### src/rtl/hex_scan_controller.sv
// hex_scan_controller
//   Time-multiplexes one shared 4-bit -> 7-segment decoder across DIGITS
//   common-anode digits. A shadow buffer takes new display values at any time;
//   they are committed to the active buffer only at the start of a frame, so a
//   value never changes mid-frame. Each digit slot is a BLANK gap (all digits
//   dark, decoder input already settled) followed by an ON dwell.
//
// Ports:
//   clk, rst      clock (rising edge), asynchronous active-high reset
//   load          1-cycle strobe: capture load_val into the shadow buffer
//   load_val      display value, nibble k shown on digit k
//   blank_mask    bit k=1 keeps digit k dark (its slot is still consumed)
//   seg_in        active-low segments {g,f,e,d,c,b,a} from the shared decoder
//   dec_val       nibble presented to the shared decoder
//   seg_out       active-low segment bus
//   dig_sel       active-low digit enables, at most one bit low
//   load_ack      1-cycle pulse the cycle after each accepted load
//   frame_start   1-cycle pulse on entering ON for digit 0
module hex_scan_controller #(
    parameter int unsigned DIGITS    = 4,
    parameter int unsigned DWELL     = 50000,
    parameter int unsigned BLANK_CYC = 1000
) (
    input  logic                  clk,
    input  logic                  rst,
    input  logic                  load,
    input  logic [4*DIGITS-1:0]   load_val,
    input  logic [DIGITS-1:0]     blank_mask,
    input  logic [6:0]            seg_in,
    output logic [3:0]            dec_val,
    output logic [6:0]            seg_out,
    output logic [DIGITS-1:0]     dig_sel,
    output logic                  load_ack,
    output logic                  frame_start
);

    localparam int unsigned TMAX = (DWELL > BLANK_CYC) ? DWELL : BLANK_CYC;
    localparam int unsigned TW   = (TMAX > 1) ? $clog2(TMAX) : 1;
    localparam int unsigned IW   = (DIGITS > 1) ? $clog2(DIGITS) : 1;

    localparam logic [TW-1:0] DWELL_LAST = TW'(DWELL - 1);
    localparam logic [TW-1:0] BLANK_LAST = TW'(BLANK_CYC - 1);
    localparam logic [IW-1:0] IDX_LAST   = IW'(DIGITS - 1);

    typedef enum logic {StBlank, StOn} state_t;

    state_t               r_state;
    state_t               w_state_next;
    logic [TW-1:0]        r_timer;
    logic [IW-1:0]        r_dig_idx;
    logic [4*DIGITS-1:0]  r_shadow;
    logic [4*DIGITS-1:0]  r_active;
    logic                 r_pending;
    logic                 r_load_ack;
    logic                 r_frame_start;

    logic                 w_blank_done;
    logic                 w_dwell_done;
    logic                 w_commit;

    assign w_blank_done = (r_state == StBlank) && (r_timer == BLANK_LAST);
    assign w_dwell_done = (r_state == StOn) && (r_timer == DWELL_LAST);
    // Frame boundary: leaving the gap in front of digit 0.
    assign w_commit     = w_blank_done && (r_dig_idx == '0);

    // ------------------------------------------------------------------
    // FSM: state register
    // ------------------------------------------------------------------
    always_ff @(posedge clk or posedge rst) begin
        if (rst) begin
            r_state <= StBlank;
        end else begin
            r_state <= w_state_next;
        end
    end

    // ------------------------------------------------------------------
    // FSM: next-state logic
    // ------------------------------------------------------------------
    always_comb begin
        w_state_next = r_state;
        unique case (r_state)
            StBlank: if (w_blank_done) w_state_next = StOn;
            StOn:    if (w_dwell_done) w_state_next = StBlank;
            default: w_state_next = StBlank;
        endcase
    end

    // ------------------------------------------------------------------
    // FSM: outputs. Only the current digit can be pulled low, and only in ON.
    // ------------------------------------------------------------------
    always_comb begin
        dig_sel = '1;
        seg_out = 7'h7F;
        if (r_state == StOn) begin
            for (int k = 0; k < DIGITS; k++) begin
                if ((r_dig_idx == IW'(k)) && !blank_mask[k]) begin
                    dig_sel[k] = 1'b0;
                    seg_out    = seg_in;
                end
            end
        end
    end

    // Decoder input follows dig_idx in both states so it is settled during BLANK.
    always_comb begin
        dec_val = '0;
        for (int k = 0; k < DIGITS; k++) begin
            if (r_dig_idx == IW'(k)) begin
                dec_val = r_active[4*k +: 4];
            end
        end
    end

    // ------------------------------------------------------------------
    // Slot timer and digit index
    // ------------------------------------------------------------------
    always_ff @(posedge clk or posedge rst) begin
        if (rst) begin
            r_timer   <= '0;
            r_dig_idx <= '0;
        end else begin
            if (w_blank_done || w_dwell_done) begin
                r_timer <= '0;
            end else begin
                r_timer <= r_timer + 1'b1;
            end
            if (w_dwell_done) begin
                r_dig_idx <= (r_dig_idx == IDX_LAST) ? '0 : r_dig_idx + 1'b1;
            end
        end
    end

    // ------------------------------------------------------------------
    // Double buffer. On a load coinciding with a commit, active takes the
    // old shadow and the new value stays pending for the next frame.
    // ------------------------------------------------------------------
    always_ff @(posedge clk or posedge rst) begin
        if (rst) begin
            r_shadow      <= '0;
            r_active      <= '0;
            r_pending     <= 1'b0;
            r_load_ack    <= 1'b0;
            r_frame_start <= 1'b0;
        end else begin
            r_load_ack    <= load;
            r_frame_start <= w_commit;
            if (w_commit && r_pending) begin
                r_active <= r_shadow;
            end
            if (load) begin
                r_shadow  <= load_val;
                r_pending <= 1'b1;
            end else if (w_commit) begin
                r_pending <= 1'b0;
            end
        end
    end

    assign load_ack    = r_load_ack;
    assign frame_start = r_frame_start;

endmodule

### config.mk
export PLATFORM = sky130hd
export DESIGN_NAME = hex_scan_controller
export DESIGN_NICKNAME = d
export VERILOG_FILES = /design/src/rtl/hex_scan_controller.sv
export SDC_FILE = /design/constraint.sdc
export NUM_CORES = 1
export LEC_CHECK = 0
export CORE_UTILIZATION = 45
export DETAILED_ROUTE_END_ITERATION = 8
export GPL_TIMING_DRIVEN = 0
export PLACE_DENSITY = 0.73
export RECOVER_POWER = 25
export REMOVE_ABC_BUFFERS = 1
export SYNTH_ARGS = -nofsm -noshare
export SYNTH_HDL_FRONTEND = slang
export SYNTH_SLANG_ARGS = --single-unit
export TNS_END_PERCENT = 20
### constraint.sdc
create_clock -name clk -period 2 [get_ports clk]
set_clock_uncertainty 0.05 [all_clocks]
set_input_delay 0.4 -clock clk [delete_from_list [all_inputs] [get_ports clk]]
set_output_delay 0.4 -clock clk [all_outputs]
set_load 0.02 [all_outputs]
## After elaboration in Yosys (flattened, before gate mapping)

Index checks and enable logic that the tools add are counted.

| word-level totals | value |
|---|---|
| output and inout bits | 17 |
| bits of input ports | 30 |
| register bits | 54 |

| operators by class | value |
|---|---|
| muxes and demuxes | 21 |
| $add $sub $neg | 2 |
| bitwise operators | 1 |
| reductions and logical operators | 15 |
| eq/ne operators | 5 |

Operator list:

| operator | count |
|---|---|
| $mux 7 | 5 |
| $mux 4 | 5 |
| $add 16x1->16 const B | 1 |
| $eq 16x10->1 const B | 1 |
| $eq 16x16->1 const B | 1 |
| $mux 16 | 1 |
| $logic_and 1x1->1 | 8 |
| $mux 1 | 8 |
| $eq 2x2->1 const B | 2 |
| $logic_not 1->1 | 4 |
| $add 2x1->2 const B | 1 |
| $eq 2x1->1 const B | 1 |
| $logic_not 2->1 | 1 |
| $mux 2 | 1 |
| $pmux 1 s2 | 1 |
| $reduce_bool 2->1 | 1 |
| $logic_or 1x1->1 | 1 |
| $not 1->1 | 1 |

## Depth between registers and ports, before layout

Gate-level depths: netlist of run 1.

| depth | value |
|---|---|
| word-level depth | 7 |
| depth in mapped cells | 6 |
| gate-level depth less buffers | 6 |

## Least setup slack after synthesis of run 1

No wires, ideal clock.

| timing | value |
|---|---|
| kind | flip-flop to flip-flop |
| start point | register r_timer[4] |
| end point | register r_active[0] |
| path buffers | 2 |
| data required time | 1.825 ns |
| clock period less this slack | 2.208 ns |
| arrival | 2.033 ns |
| stages on the path, launching flop included | 7 |
| path slack | -0.208 ns |
| path through | dfrtp_1 nand4bb_1 or4_1 buf_2 nor4_4 buf_6 mux2_2 |

| on the way | value |
|---|---|
| word-level cells in the longest chain between the ends | 4 |

RTL lines:

| item | line | RTL |
|---|---|---|
| start, declared | 49 | `logic [TW-1:0] r_timer;` |
| start signal, assigned | 126 | `r_timer <= r_timer + 1'b1;` |
| $eq 16x10->1 | 61 | `assign w_blank_done = (r_state == StBlank) && (r_timer == BLANK_LAST);` |
| $logic_and 1x1->1 | 61 |  |
| $logic_and 1x1->1 | 64 | `assign w_commit = w_blank_done && (r_dig_idx == '0);` |
| $logic_and 1x1->1 | 148 | `if (w_commit && r_pending) begin` |
| end signal, assigned | 149 | `r_active <= r_shadow;` |
| end, declared | 52 | `logic [4*DIGITS-1:0] r_active;` |

Every way passes these cells.
A chain may end at the register's enable or synchronous reset.

## Worst setup path in the final report of run 1

| timing | value |
|---|---|
| start point | register r_dig_idx[0] |
| end point | output dec_val[2] |

| on the way | value |
|---|---|
| word-level cells in the longest chain between the ends | 5 |
| elaborated cells between the ends (all ways) | 8 |

RTL lines:

| item | line | RTL |
|---|---|---|
| start, declared | 50 | `logic [IW-1:0] r_dig_idx;` |
| start signal, assigned | 129 | `r_dig_idx <= (r_dig_idx == IDX_LAST) ? '0 : r_dig_idx + 1'b1;` |
| $logic_not 2->1 | 109 | `if (r_dig_idx == IW'(k)) begin` |
| $mux 4 (3 in series) | 109 |  |
| $mux 4 * | 109 |  |
| end, declared | 30 | `output logic [3:0] dec_val,` |

Mark *: on every way between the ends. The rest lies on a longest branch, timed or not.

==> results.cfg, run 1 <==
[synthesis]
syn_area_um2 = 2482
synth_top_area_share_pct = 54.44
synth_area_per_cell_um2 = 11.60
synth_top_cell_by_area = dfrtp_1
synth_flop_cell = dfrtp_1
synth_seq_area_share_pct = 54.44
yosysWarnings = 0
ys_async_sr_fraction_pct = 100.0
yosys-top-cells-area = dfrtp_1, mux2_2, xnor2_1, nor2_1, ha_1
yosys-top-cells-count = dfrtp_1, mux2_2, nor2_1
synth_edf_count = 0
ys_ff_latch = 54
yosysMostFrequentCell = dfrtp_1
postSynthCellCount = 214
synth_cell_type_count = 31

[routing]
postRouteAntennaNets = 0
via_count = 1852
avgViaCountPerCell = 5.368
wl_per_cell_um = 15.20
wl_um = 5244
first_iter_violations = 93
first_pass_iters = 4
drc = 0

[cts]
cts.sink_count = 54
clk_path_buf_depth = 2
cts_tree = yes
path_clk_slew_ps = 90
cts_inserted_buffers = 5
htreeDepth = 2
worstSkewPairLatency_ps = 310
cts.hold.buffers_added = 0
cts_root_buf = clkbuf_8

[sta]
min_period_ps = 2379
grt_setup_unrepaired = true
finalHoldViolCount = 0
setup_ws_ps = -379.0
slew_headroom_pct = 19.41
timing.final.crit_share_pct = 119.0
worst_pin_slew_ps = 1207
slew_viol_final = 0
finalSetupViolCount = 27
max_clock_freq_ghz = 0.4203

[die]
start_util_pct = 47.69
coreArea_um2 = 5205
die_x_um = 76.27
die_area_um2 = 5817
die_h_um = 76.27
io_pins = 47
fp-row-count = 26

[worst_hold_path]
hold_path.class = reg2reg

[global_routing]
grt_usage_pct = 18.73
grt_pass1_wl_um = 8680
grt_pass1_vias = 1862
antenna_found_initial = 0
overflow = 0
grt_max_degree = 32

[worst_setup_path]
critPathRequiredTime_ps = 1550
cp.arrival_ps = 1930
start_kind = flop
crit_path_max_fanout = 4
setup.worst_path.end_class = output pin
critPathKind = reg2out

[run_status]
status = finished with violations
failed_checks = setup timing

[cells_and_area]
layout-drive-gt1-share_pct = 36.00
fin_nets = 309
seq_area_um2 = 1355
final_util_pct = 65.91
multi_input_area_um2 = 1265
fillCellCount = 393
diodes = 0
area_delta_synth_final_pct = 38.21

[pwr]
ir_drop_uv = 516.8
leakagePower_nw = 1.448
power.density_nw_per_um2 = 546.2
power_mw = 1.874

[run]
cap_viol_max_count = 0

[place]
place.gp.congestion = 0.7453
hpwl_um = 3264
io_buffers = 46
## metrics by stage
stage	instances	hold slack [ps]	setup slack, ps	TNS, ps	cell area [um2]
floorplan	207	381.4	-329.9	-6104	2447
detailed placement	324	401.3	-1005	-22450	3023
CTS	345	460.4	-343.0	-6321	3378
global placement	323	395.0	-944.3	-62210	2995
global route	345	456.3	-477.6	-10330	3431
finish	345	411.2	-379.0	-7826	3431
## what timing repair did
item / in CTS / in global routing
setup buffers: 13 / 0
gates resized for setup: 118 / 19
pin swaps: 12 / 4
endpoints found under the setup margin: 41 / 41
hold endpoints to repair: 0 / 0
## cell families (layout without fill, tap and decap cells)
logic type / after synthesis / in the layout / share of synthesized area, %
buffers and inverters: 15 / 76 / 2.620
adder cells (fa/ha/maj): 5 / 5 / 2.520
AO/OA/AOI/OAI: 20 / 20 / 4.536
AND/OR/NAND/NOR: 74 / 74 / 16.33
flip-flops: 54 / 54 / 54.44
multiplexers: 33 / 33 / 14.97
XOR/XNOR: 13 / 13 / 4.587
## cells in the final DEF (no fill, tap or decap), types with 5 or more instances in the layout
cell type	count
a21oi_1	5
nor2_1	17
inv_1	5
buf_6	10
clkbuf_8	5
dfrtp_1	51
buf_4	12
mux2_2	21
mux2_4	12
nand2_1	15
clkdlybuf4s50_1	30
xnor2_1	9
## path summary, 6_finish.rpt
path / from / end / slack, ps / cells after the start
max: r_dig_idx[0] / dec_val[2] / -380 / 8
min: r_timer[0] / r_timer[0] / 410 / 1
max reg2reg: r_timer[0] / r_active[3] / -300 / 6
min reg2reg: r_timer[0] / r_timer[0] / 410 / 1
max in group asynchronous: rst / r_active[13] / 380 / 2
min in group asynchronous: rst / r_shadow[3] / 810 / 2
## layer usage
| layer | vias up | share of wire (%) | GRT usage (%) |
|---|---|---|---|
| met5 | - | 0 | 0 |
| met4 | 0 | 1.8 | 6.346 |
| met3 | 10 | 5.5 | 4.072 |
| met2 | 69 | 49 | 31.98 |
| met1 | 913 | 43 | 23.46 |
| li1 | 860 | - | - |
## power by group
group / switching [mW] / internal, mW / total (mW)
registers: 0.0177 / 1.12 / 1.14
logic: 0.0471 / 0.0870 / 0.134
clock network: 0.350 / 0.248 / 0.598
total: 0.415 / 1.46 / 1.87
## state kept, by name, summed over array words and instances (netlist names)
| name | count |
|---|---|
| r_timer | 16 |
| r_active | 16 |
| r_pending | 1 |
| load_ack | 1 |
| r_dig_idx | 2 |
| frame_start | 1 |
| r_shadow | 16 |
| r_state | 1 |
## critical path, cell delays in order (launching register included)
cell and delay, ps:
dfrtp_2 460, buf_6 130, ha_4 160, buf_6 120
nand3b_1 190, a21oi_2 160, a21oi_1 70, o21ai_1 170
buf_4 170
## final cells by class
class,instances,area share (%)
repair buffers,60,17.54
flip-flops and latches,54,39.50
inverters,8,1.021
multi-input cells,145,36.87
clock buffers,6,2.115
clock inverters,2,0.4012
well taps,70,2.553
Note: power is estimated with default switching activity, not from simulation.
==> run 2: changes to the inputs <==
Settings changed: GPL_ROUTABILITY_DRIVEN set to 0.
==> results of run 2 <==
Final layout, timing and power as in run 1 (identical DEF).
